==> config.mk <==
export PLATFORM = sky130hd
export DESIGN_NAME = fetch_pc_controller
export DESIGN_NICKNAME = d
export VERILOG_FILES = /design/src/rtl/fetch_pc_controller_pkg.sv /design/src/rtl/fetch_pc_controller_pc_next_mux.sv /design/src/rtl/fetch_pc_controller.sv
export SDC_FILE = /design/constraint.sdc
export NUM_CORES = 1
export LEC_CHECK = 0
export CAP_MARGIN = 20
export CORE_ASPECT_RATIO = 1.5
export CORE_MARGIN = 10
export CORE_UTILIZATION = 30
export DETAILED_ROUTE_END_ITERATION = 6
export GPL_ROUTABILITY_DRIVEN = 0
export PLACE_DENSITY = 0.66
export SYNTH_ARGS = -nofsm -noshare
export SYNTH_HDL_FRONTEND = slang
export SYNTH_SLANG_ARGS = --single-unit
==> constraint.sdc <==
create_clock -name clk -period 4.26 [get_ports clk]
set_input_delay 0.426 -clock clk [delete_from_list [all_inputs] [get_ports clk]]
set_output_delay 0.426 -clock clk [all_outputs]
set_load 0.02 [all_outputs]
==> src/rtl/fetch_pc_controller_pkg.sv <==
// Shared fetch-stage definitions: sequencer states, next-pc selector codes
// and the reserved constants (bubble word, reset pc, interrupt vector slot).
package fetch_pc_controller_pkg;

   typedef enum logic [1:0] {
      RUN      = 2'd0,
      FLUSH    = 2'd1,
      INT_VEC  = 2'd2,
      INT_JUMP = 2'd3
   } fetch_state_e;

   typedef enum logic [2:0] {
      SEL_HOLD     = 3'd0,
      SEL_INC      = 3'd1,
      SEL_BRANCH   = 3'd2,
      SEL_VEC_ADDR = 3'd3,
      SEL_VECTOR   = 3'd4
   } pc_sel_e;

   localparam logic [15:0] NOP_WORD     = 16'hA000;
   localparam logic [31:0] RESET_PC     = 32'd32;
   localparam logic [31:0] INT_VEC_ADDR = 32'd0;

endpackage

==> src/rtl/fetch_pc_controller_pc_next_mux.sv <==
// Next program-counter selection: hold, increment, branch redirect,
// interrupt vector slot, or the zero-extended handler address read from memory.
module pc_next_mux
   import fetch_pc_controller_pkg::*;
#(
   parameter int unsigned ADDR_W = 32,
   parameter int unsigned INSTR_W = 16,
   parameter logic [ADDR_W-1:0] INT_VEC_ADDR_P = ADDR_W'(INT_VEC_ADDR)
) (
   input  pc_sel_e            sel_i,
   input  logic [ADDR_W-1:0]  pc_i,
   input  logic [ADDR_W-1:0]  branch_target_i,
   input  logic [INSTR_W-1:0] vector_i,
   output logic [ADDR_W-1:0]  pc_next_o
);

   always_comb begin
      pc_next_o = pc_i;
      case (sel_i)
         SEL_HOLD:     pc_next_o = pc_i;
         SEL_INC:      pc_next_o = pc_i + ADDR_W'(1);
         SEL_BRANCH:   pc_next_o = branch_target_i;
         SEL_VEC_ADDR: pc_next_o = INT_VEC_ADDR_P;
         SEL_VECTOR:   pc_next_o = {{(ADDR_W-INSTR_W){1'b0}}, vector_i};
         default:      pc_next_o = pc_i;
      endcase
   end

endmodule

==> src/rtl/fetch_pc_controller.sv <==
// Fetch-stage sequencer: owns the pc, chooses fetched word or bubble for decode,
// and arbitrates stall > branch > interrupt, including the two-cycle vector fetch.
module fetch_pc_controller
   import fetch_pc_controller_pkg::*;
#(
   parameter int unsigned ADDR_W = 32,
   parameter int unsigned INSTR_W = 16,
   parameter logic [ADDR_W-1:0]  RESET_PC_P     = ADDR_W'(RESET_PC),
   parameter logic [ADDR_W-1:0]  INT_VEC_ADDR_P = ADDR_W'(INT_VEC_ADDR),
   parameter logic [INSTR_W-1:0] NOP_WORD_P     = INSTR_W'(NOP_WORD)
) (
   input  logic               clk,
   input  logic               reset,
   input  logic               stall,
   input  logic               branch_taken,
   input  logic [ADDR_W-1:0]  branch_target,
   input  logic               int_req,
   output logic [ADDR_W-1:0]  imem_addr,
   input  logic [INSTR_W-1:0] imem_data,
   output logic [INSTR_W-1:0] instruction,
   output logic [ADDR_W-1:0]  pc,
   output logic [ADDR_W-1:0]  epc,
   output logic               int_ack
);

   fetch_state_e      state_q, state_d;
   logic [ADDR_W-1:0] pc_q, pc_d;
   logic [ADDR_W-1:0] epc_q, epc_d;
   pc_sel_e           sel;
   logic              accept;

   pc_next_mux #(
      .ADDR_W         (ADDR_W),
      .INSTR_W        (INSTR_W),
      .INT_VEC_ADDR_P (INT_VEC_ADDR_P)
   ) u_pc_next_mux (
      .sel_i           (sel),
      .pc_i            (pc_q),
      .branch_target_i (branch_target),
      .vector_i        (imem_data),
      .pc_next_o       (pc_d)
   );

   // Only RUN forwards memory data; every other path presents a bubble.
   always_comb begin
      sel         = SEL_HOLD;
      state_d     = state_q;
      epc_d       = epc_q;
      instruction = NOP_WORD_P;
      accept      = 1'b0;
      case (state_q)
         RUN: begin
            if (stall) begin
               instruction = imem_data;
            end else if (branch_taken) begin
               sel     = SEL_BRANCH;
               state_d = FLUSH;
            end else if (int_req) begin
               accept  = 1'b1;
               epc_d   = pc_q;
               sel     = SEL_VEC_ADDR;
               state_d = INT_VEC;
            end else begin
               sel         = SEL_INC;
               instruction = imem_data;
            end
         end
         FLUSH: begin
            if (stall) begin
               sel = SEL_HOLD;
            end else if (branch_taken) begin
               sel = SEL_BRANCH;
            end else begin
               sel     = SEL_INC;
               state_d = RUN;
            end
         end
         INT_VEC: begin
            sel     = SEL_VECTOR;
            state_d = INT_JUMP;
         end
         INT_JUMP: begin
            state_d = RUN;
         end
         default: begin
            state_d = RUN;
         end
      endcase
   end

   always_ff @(posedge clk) begin
      if (reset) begin
         state_q <= RUN;
         pc_q    <= RESET_PC_P;
         epc_q   <= '0;
      end else begin
         state_q <= state_d;
         pc_q    <= pc_d;
         epc_q   <= epc_d;
      end
   end

   assign imem_addr = pc_q;
   assign pc        = pc_q;
   assign epc       = epc_q;
   assign int_ack   = accept & ~reset;

endmodule
# Yosys cells after proc, flatten, opt, wreduce, memory -nomap -nowiden
# Index checks and enable logic that the tools add are counted.
[totals]
input_bits = 53
wordCells = 44
output_inout_bits = 113
regBits = 66
[op_classes]
bitwise_logic = 4
mux = 21
n_eq_ne = 11
n_reduce_logical = 4
add_sub_neg = 1
[op_table]
columns = ["op", "count"]
rows = [
  ["32-bit case mux with 4 select lines", 1],
  ["16-bit two-way mux", 4],
  ["32-bit by 1-bit adder with 32-bit output, second input constant", 1],
  ["2-bit two-way mux", 10],
  ["3-bit case mux with 3 select lines", 1],
  ["2-bit case mux with 4 select lines", 1],
  ["4-bit AND reduction", 2],
  ["3-bit by 2-bit equality test with 1-bit output, second input constant", 2],
  ["2-bit inequality test, second input constant", 3],
  ["2-bit equality test, second input constant", 2],
  ["1-bit two-way mux", 4],
  ["4-bit nonzero test", 1],
  ["3-bit by 1-bit equality test with 1-bit output, second input constant", 1],
  ["3-bit equality test, second input constant", 1],
  ["3-bit inequality test, second input constant", 1],
  ["1-bit NOT", 3],
  ["2-bit by 1-bit equality test with 1-bit output, second input constant", 1],
  ["2-bit zero test", 1],
  ["1-bit bitwise AND", 1],
]

# Longest topological paths before layout
# Gate-level depths: netlist (run 1).
[depth]
ltp_word = 6
depth_mapped = 8

# Hierarchy
# From an unflattened synthesis (run 1), not the netlist that was laid out.
[hier_totals]
cells_unflattened = 572
area_unflattened_um2 = 4727.0
[by_module_without_submodules]
columns = ["module", "area_each_um2", "seq_area_each_um2", "instances", "cells_each"]
rows = [
  ["fetch_pc_controller", 2877.8, 1321.3, 1, 279],
  ["pc_next_mux", 1849.3, 0.0, 1, 293],
]

# Worst setup path after synthesis (run 1)
# No wires, ideal clock.
[synth_path]
path_kind = "register -> register"
from = "reg pc_q[0] (netlist: imem_addr[0])"
to = "reg pc_q[30] (netlist: imem_addr[30])"
period_less_slack_ns = 2.092
setup_time_ns = 0.079
slack_ns = 2.168
stages_incl_launch_ff = 8
t_arrival_ns = 2.012
cell_sequence = "dfxtp_1 ha_1 nand3_1 nor4_2 buf_4 nand3_1 or4_1 o211ai_1"
[synth_between]
elab_chain_cells = 2
[synth_lines]
columns = ["element", "line_no", "text"]
rows = [
  ["from (decl)", "fetch_pc_controller.sv:27", "logic [ADDR_W-1:0] pc_q, pc_d;"],
  ["from (signal assigned)", "fetch_pc_controller.sv:98", "pc_q <= pc_d;"],
  ["32-bit by 1-bit adder with 32-bit output", "fetch_pc_controller_pc_next_mux.sv:21", "SEL_INC: pc_next_o = pc_i + ADDR_W'(1);"],
  ["32-bit case mux with 4 select lines", "fetch_pc_controller_pc_next_mux.sv:19", "case (sel_i)"],
]
# No other way between the ends.
# A chain may end at the register's enable or synchronous reset.

# Final worst setup path (run 1)
[layout_path]
from = "in stall"
to = "out instruction[0]"
[layout_between]
elab_chain_cells = 2
[layout_lines]
columns = ["element", "line_no", "text"]
rows = [
  ["from (decl)", "fetch_pc_controller.sv:14", "input logic stall,"],
  ["16-bit two-way mux", "fetch_pc_controller.sv:53", "if (stall) begin"],
  ["16-bit two-way mux", "fetch_pc_controller.sv:51", "case (state_q)"],
  ["to (decl)", "fetch_pc_controller.sv:20", "output logic [INSTR_W-1:0] instruction,"],
]
# No other way between the ends.

==> flow_metrics.tcl, run 1 <==
set metrics [dict create \
    arrival_ns 2.38 \
    yosys.area_share.simple 0.264 \
    io_buffers 165 \
    synth-seq-area-share 0.354 \
    wl_per_cell_um 18.6 \
    cp_data_required_time_ns 3.83 \
    cts-root-buf "clkbuf_16" \
    cts.sinks 66 \
    io-pin-count 166 \
    cts_resized 0 \
    grt_max_degree 40 \
    min_period_ns 2.81 \
    synth_compound_area_frac 0.237 \
    synthesis.area_sq_um 3740 \
    synthCells 479 \
    holdCritPathClass "flip-flop to flip-flop" \
    crit_path_frequent_cell "clkdlybuf4s50_1" \
    synth_top_family_by_area "simple AND/OR/NAND/NOR gates" \
    nFillCells 1199 \
    tightest_slew_ns 1.03 \
    grt_first_pass_wirelength_um 22300 \
    h-tree-depth 3 \
    insertion_delay_ns 0.33 \
    layout-area-overhead-vs-synth_pct 48.8 \
    tritoncts "built" \
    track_usage 0.154 \
    avgViaCountPerCell 5.32 \
    post_cts_buffers 0 \
    synth_xor_area_frac 0.00234 \
    drc 0 \
    via_count 4003 \
    crit_family "buffers and inverters" \
    synthMuxAreaShare 0.0218 \
    ant_nets 0 \
    synth_cell_types 61 \
    first_pass_iters 5 \
    p_clk_frac 0.400 \
    worst-path-buf-inv 2 \
    die_y_um 157 \
    postSynthNetCount 533 \
    clock_path_buffers 2 \
    final_layout_size_suffix_gt1_frac 0.0684 \
    critPathMaxFanout 16 \
    start_util 0.309 \
    std_cell_rows 49 \
    core_area_sq_um 12100 \
    setup_viol 0 \
    dieArea_sq_um 17400 \
    rsz0062_at_grt "false" \
    status "finished, final reports clean" \
    fin_crit_sh 0.659 \
    irDropWorstVdd_v 0.000201 \
    multi_input_area_sq_um 1990 \
    powerDensity_nw_per_um2 337 \
    hold_viol 0 \
    die_w_um 111 \
    clk_pin_slew_ns 0.05 \
    yosysWarnings 0 \
    first_global_vias 4103 \
    cts_hold_buf 0 \
    cts_buffers 9 \
    async_flop_share 0 \
    dp_hpwl_um 10300 \
    overflow 0 \
    start_kind "primary input" \
    max_slew_margin 0.315 \
    wl_um 14000 \
    crit_type "primary input to primary output" \
    fmaxAchievable_mhz 356 \
    fin_setup_tns_ns 0 \
    synth-seq-cells 66 \
    antenna_found_initial 0 \
    p_leak_nw 1.86 \
    power.internal_mw 1.33 \
    sw_frac_of_total 0.291 \
    slew_viol_final 0 \
    finish.utilization 0.460 \
    cp_slowest_stage_delay_ns 0.62 \
    cp_slowest_cell "clkdlybuf4s50_1" \
    finalNetCount 648 \
    seqPwrFrac 0.372 \
    synth-edff-count 0 \
    cap_viol_max_count 0 \
    synth_flop_cell "dfxtp_1" \
    first_iter_violations 184 \
    fin_worst_skew_ns 0.00739 \
    p_switching_mw 0.545 \
    holdWs_ns 0.451 \
    avgSynthCellArea_sq_um 7.80 \
    diodes 0 \
    synthAdderAreaFrac 0.00335 \
    end_kind "primary output" \
    combPwrFrac 0.228 \
    regArea_sq_um 1320 \
    critical_path.cell_chain "clkdlybuf4s50_1, o21a_1, and2_1, clkdlybuf4s50_1" \
]
## flip-flops by register name, summed over array words and instances (netlist names)
signal	cells
imem_addr	32
epc	32
state_q	2
## power groups by stage
| stage | Clock, mW | Combinational [mW] | Sequential, mW |
|---|---|---|---|
| after floorplan | 0 | 0.218 | 0.725 |
| after global placement | 0 | 0.424 | 0.708 |
| after detailed placement | 0 | 0.430 | 0.710 |
| after CTS | 0.766 | 0.432 | 0.696 |
| after global routing | 0.792 | 0.458 | 0.704 |
| final | 0.750 | 0.428 | 0.697 |
## logic make-up (layout without fill, tap and decap cells)
group	count (synthesis)	after routing
AO/OA/AOI/OAI	137	137
XOR/XNOR	1	1
adder cells (fa/ha/maj)	1	1
buffers and inverters	79	199
flip-flops	66	66
multiplexers	8	8
AND/OR/NAND/NOR	187	187
## path summary, 6_finish.rpt
path         slack, ns  startpoint        endpoint  cells after the start
max               1.45       stall  instruction[0]                      4
min               0.45      epc[5]          epc[5]                      2
max reg2reg       1.91  state_q[1]   imem_addr[24]                      5
min reg2reg       0.45      epc[5]          epc[5]                      2
## cell type report
class,instances,area share
Clock buffer,11,0.0454
Clock inverter,5,0.00945
Inverter,9,0.00607
Multi-Input combinational cell,334,0.358
Sequential cell,66,0.238
Tap cell,153,0.0344
Timing Repair Buffer,174,0.309
## through the flow
step	area, sq um	total power, mW	std cells	setup WS [ns]
2_1_floorplan	3740	0.943	479	2.17
3_3_place_gp	5240	1.13	734	1.41
3_5_place_dp	5240	1.14	734	1.28
4_1_cts	5540	1.89	750	1.40
5_1_grt	5560	1.95	752	1.36
6_report	5560	1.87	752	1.45
## Yosys cell counts (3+ instances only)
master / number / area [sq um]
o21a_1: 3 / 22.5
a22oi_1: 12 / 90.1
a21oi_1: 55 / 275
o31a_1: 3 / 26.3
nor2_1: 16 / 60.1
and3_1: 6 / 37.5
and2_1: 14 / 87.6
nand2b_1: 5 / 31.3
a211oi_1: 7 / 52.6
nand3_1: 16 / 80.1
nand4_1: 7 / 43.8
dfxtp_1: 66 / 1320
a221oi_1: 4 / 35.0
a31oi_1: 4 / 25.0
a221o_1: 4 / 40.0
o32ai_1: 5 / 43.8
buf_2: 8 / 40.0
or4_1: 4 / 30.0
mux2i_1: 7 / 70.1
buf_4: 33 / 248
inv_1: 9 / 33.8
o22ai_1: 5 / 31.3
o21ai_0: 16 / 80.1
nand2_1: 76 / 285
clkbuf_1: 24 / 90.1
a22o_1: 5 / 43.8
nor3_1: 15 / 75.1
nor4_1: 6 / 37.5
a222oi_1: 3 / 30.0
## layout by cell type (no fill, tap or decap), drive strengths merged, types with 10 or more instances in the layout
cell type,synthesis,final
o21ai,17,17
clkbuf,26,11
a22oi,12,12
nor2,16,16
a21oi,55,55
nor3,16,16
nand3,17,17
nand2,77,77
buf,44,10
dfxtp,66,66
and2,14,14
clkdlybuf4s50,0,164
## worst reg2reg max path, cell delays in order (launching register included)
cell       delay (ns)
dfxtp_1          0.51
nor3b_4          0.09
buf_4            0.24
nor2_2           0.83
a221oi_1         0.18
a2111oi_0        0.38
## layer usage
metal	GRT usage	share of wire
met1	0.160	0.38
met2	0.282	0.52
met3	0.0490	0.085
met4	0.0589	0.015
met5	0	0
(Power assumes the default switching activity.)
==> run 2, diff against run 1 <==
- clock period: 4.26 -> 2.65 ns (I/O delays scaled with it)
==> run 2 against run 1 <==
Against the previous run:
- count of clock-buffer cells in the layout rose by 2
- via count rose by 1.9%
- flip-flop and latch count did not move
- global-route usage rose by 0.30 points
- register-to-register slack got worse by 1.5 ns
- clock skew rose by 0.0032 ns
- die area did not move
- critical path type is now flip-flop to primary output
- critical endpoint is now instruction[3]
- largest power group unchanged
- highest routed layer unchanged
==> flow_metrics.tcl, run 2 (synthesis gave the netlist of run 1 again) <==
set metrics [dict create \
    status "finished, final reports clean" \
    cp_data_required_time_ns 2.38 \
    worstRegToRegCells 7 \
    dp.cells 748 \
    setup_viol 0 \
    grt_max_degree 33 \
    h-tree-depth 3 \
    p_leak_nw 1.92 \
    end_kind "primary output" \
    min_period_ns 2.44 \
    antenna_found_initial 0 \
    cp_slowest_stage_delay_ns 0.62 \
    layout-area-overhead-vs-synth_pct 51.1 \
    combPwrFrac 0.233 \
    rsz0062_at_grt "false" \
    tightest_slew_ns 0.617 \
    arrival_ns 2.17 \
    cap_viol_max_count 0 \
    finish.utilization 0.468 \
    critical_path.cell_chain "nor2_1, o21a_1, buf_4, and2_1, clkdlybuf4s50_1" \
    overflow 0 \
    fin_worst_skew_ns 0.0106 \
    power.internal_mw 2.18 \
    powerDensity_nw_per_um2 538 \
    seqPwrFrac 0.369 \
    dp_hpwl_um 10900 \
    grt_first_pass_wirelength_um 22600 \
    crit_type "flip-flop to primary output" \
    hold_viol 0 \
    slew_viol_final 0 \
    clk_pin_slew_ns 0.05 \
    io-pin-count 166 \
    first_iter_violations 219 \
    core_area_sq_um 12100 \
    cp.depth 5 \
    holdWs_ns 0.399 \
    via_count 4081 \
    tritoncts "built" \
    nFillCells 1161 \
    wl_um 14300 \
    drc 0 \
    hold_depth 2 \
    p_clk_frac 0.398 \
    diodes 0 \
    ant_nets 0 \
    crit_family "buffers and inverters" \
    critPathMaxFanout 16 \
    first_global_vias 4203 \
    fmaxAchievable_mhz 410 \
    first_pass_iters 5 \
    avgViaCountPerCell 5.35 \
    final_cell_area_sq_um 5650 \
    cts.sinks 66 \
    post_cts_buffers 0 \
    finalNetCount 660 \
    dieArea_sq_um 17400 \
    sw_frac_of_total 0.283 \
    start_util 0.309 \
    worst-path-buf-inv 2 \
    die_y_um 157 \
    p_switching_mw 0.860 \
    final_layout_size_suffix_gt1_frac 0.0836 \
    cts-root-buf "clkbuf_16" \
    start_kind "flip-flop" \
    max_slew_margin 0.589 \
    cts_buffers 9 \
    insertion_delay_ns 0.33 \
    placed_area_sq_um 5340 \
    irDropWorstVdd_v 0.000387 \
    cts_hold_buf 0 \
    io_buffers 165 \
    wl_per_cell_um 18.8 \
    track_usage 0.157 \
    clock_path_buffers 2 \
    fin_crit_sh 0.920 \
    cp_slowest_cell "clkdlybuf4s50_1" \
    fin_setup_tns_ns 0 \
    cts_resized 0 \
    std_cell_rows 49 \
    final-instance-count-excl-fill 763 \
    final_common_cell "clkdlybuf4s50_1" \
    holdCritPathClass "primary input to flip-flop" \
    die_w_um 111 \
    final_cell_mix "164 x clkdlybuf4s50_1, 76 x nand2_1, 66 x dfxtp_1" \
]
## run 2: cell count changes in the layout (fill, tap and decap cells not counted)
cell,change
buf_4,+13
buf_6,-1
clkbuf_1,+1
clkbuf_8,+1
clkinv_2,-2
clkinvlp_4,-1
## run 2: layout make-up
| type | count | area [sq um] | area share |
|---|---|---|---|
| Clock buffer | 13 | 270 | 0.0479 |
| Inverter | 9 | 33.8 | 0.00598 |
| Clock inverter | 2 | 35.0 | 0.00620 |
| Sequential cell | 66 | 1320 | 0.234 |
| Timing Repair Buffer | 186 | 1800 | 0.319 |
| Multi-Input combinational cell | 334 | 1990 | 0.353 |
| Tap cell | 153 | 191 | 0.0339 |
## run 2: worst paths after layout
path,startpoint,end,slack [ns]
max,state_q[1],instruction[3],0.21
min,reset,epc[12],0.40
max reg2reg,imem_addr[0],imem_addr[30],0.42
min reg2reg,epc[7],epc[7],0.45
## run 2: layer usage
layer / global-route usage / share of wire / wire (um) / vias to the layer above
met5: 0 / 0 / 0 / -
met4: 0.0497 / 0.014 / 200 / 0
met3: 0.0624 / 0.090 / 1280 / 14
met2: 0.285 / 0.52 / 7480 / 173
met1: 0.162 / 0.37 / 5360 / 1938
li1: - / - / - / 1956
## run 2: per-stage QoR
step	power, mW	setup WS [ns]
after detailed placement	1.86	0.290
after global placement	1.84	0.333
final	3.04	0.211
after global routing	3.17	0.134
after floorplan	1.52	0.558
after CTS	3.07	0.200
## run 2: power by group through the flow
stage,Clock [mW],Combinational (mW),Sequential [mW]
2_1_floorplan,0,0.351,1.17
3_3_place_gp,0,0.704,1.14
3_5_place_dp,0,0.713,1.14
4_1_cts,1.23,0.716,1.12
5_1_grt,1.28,0.757,1.13
6_report,1.21,0.708,1.12
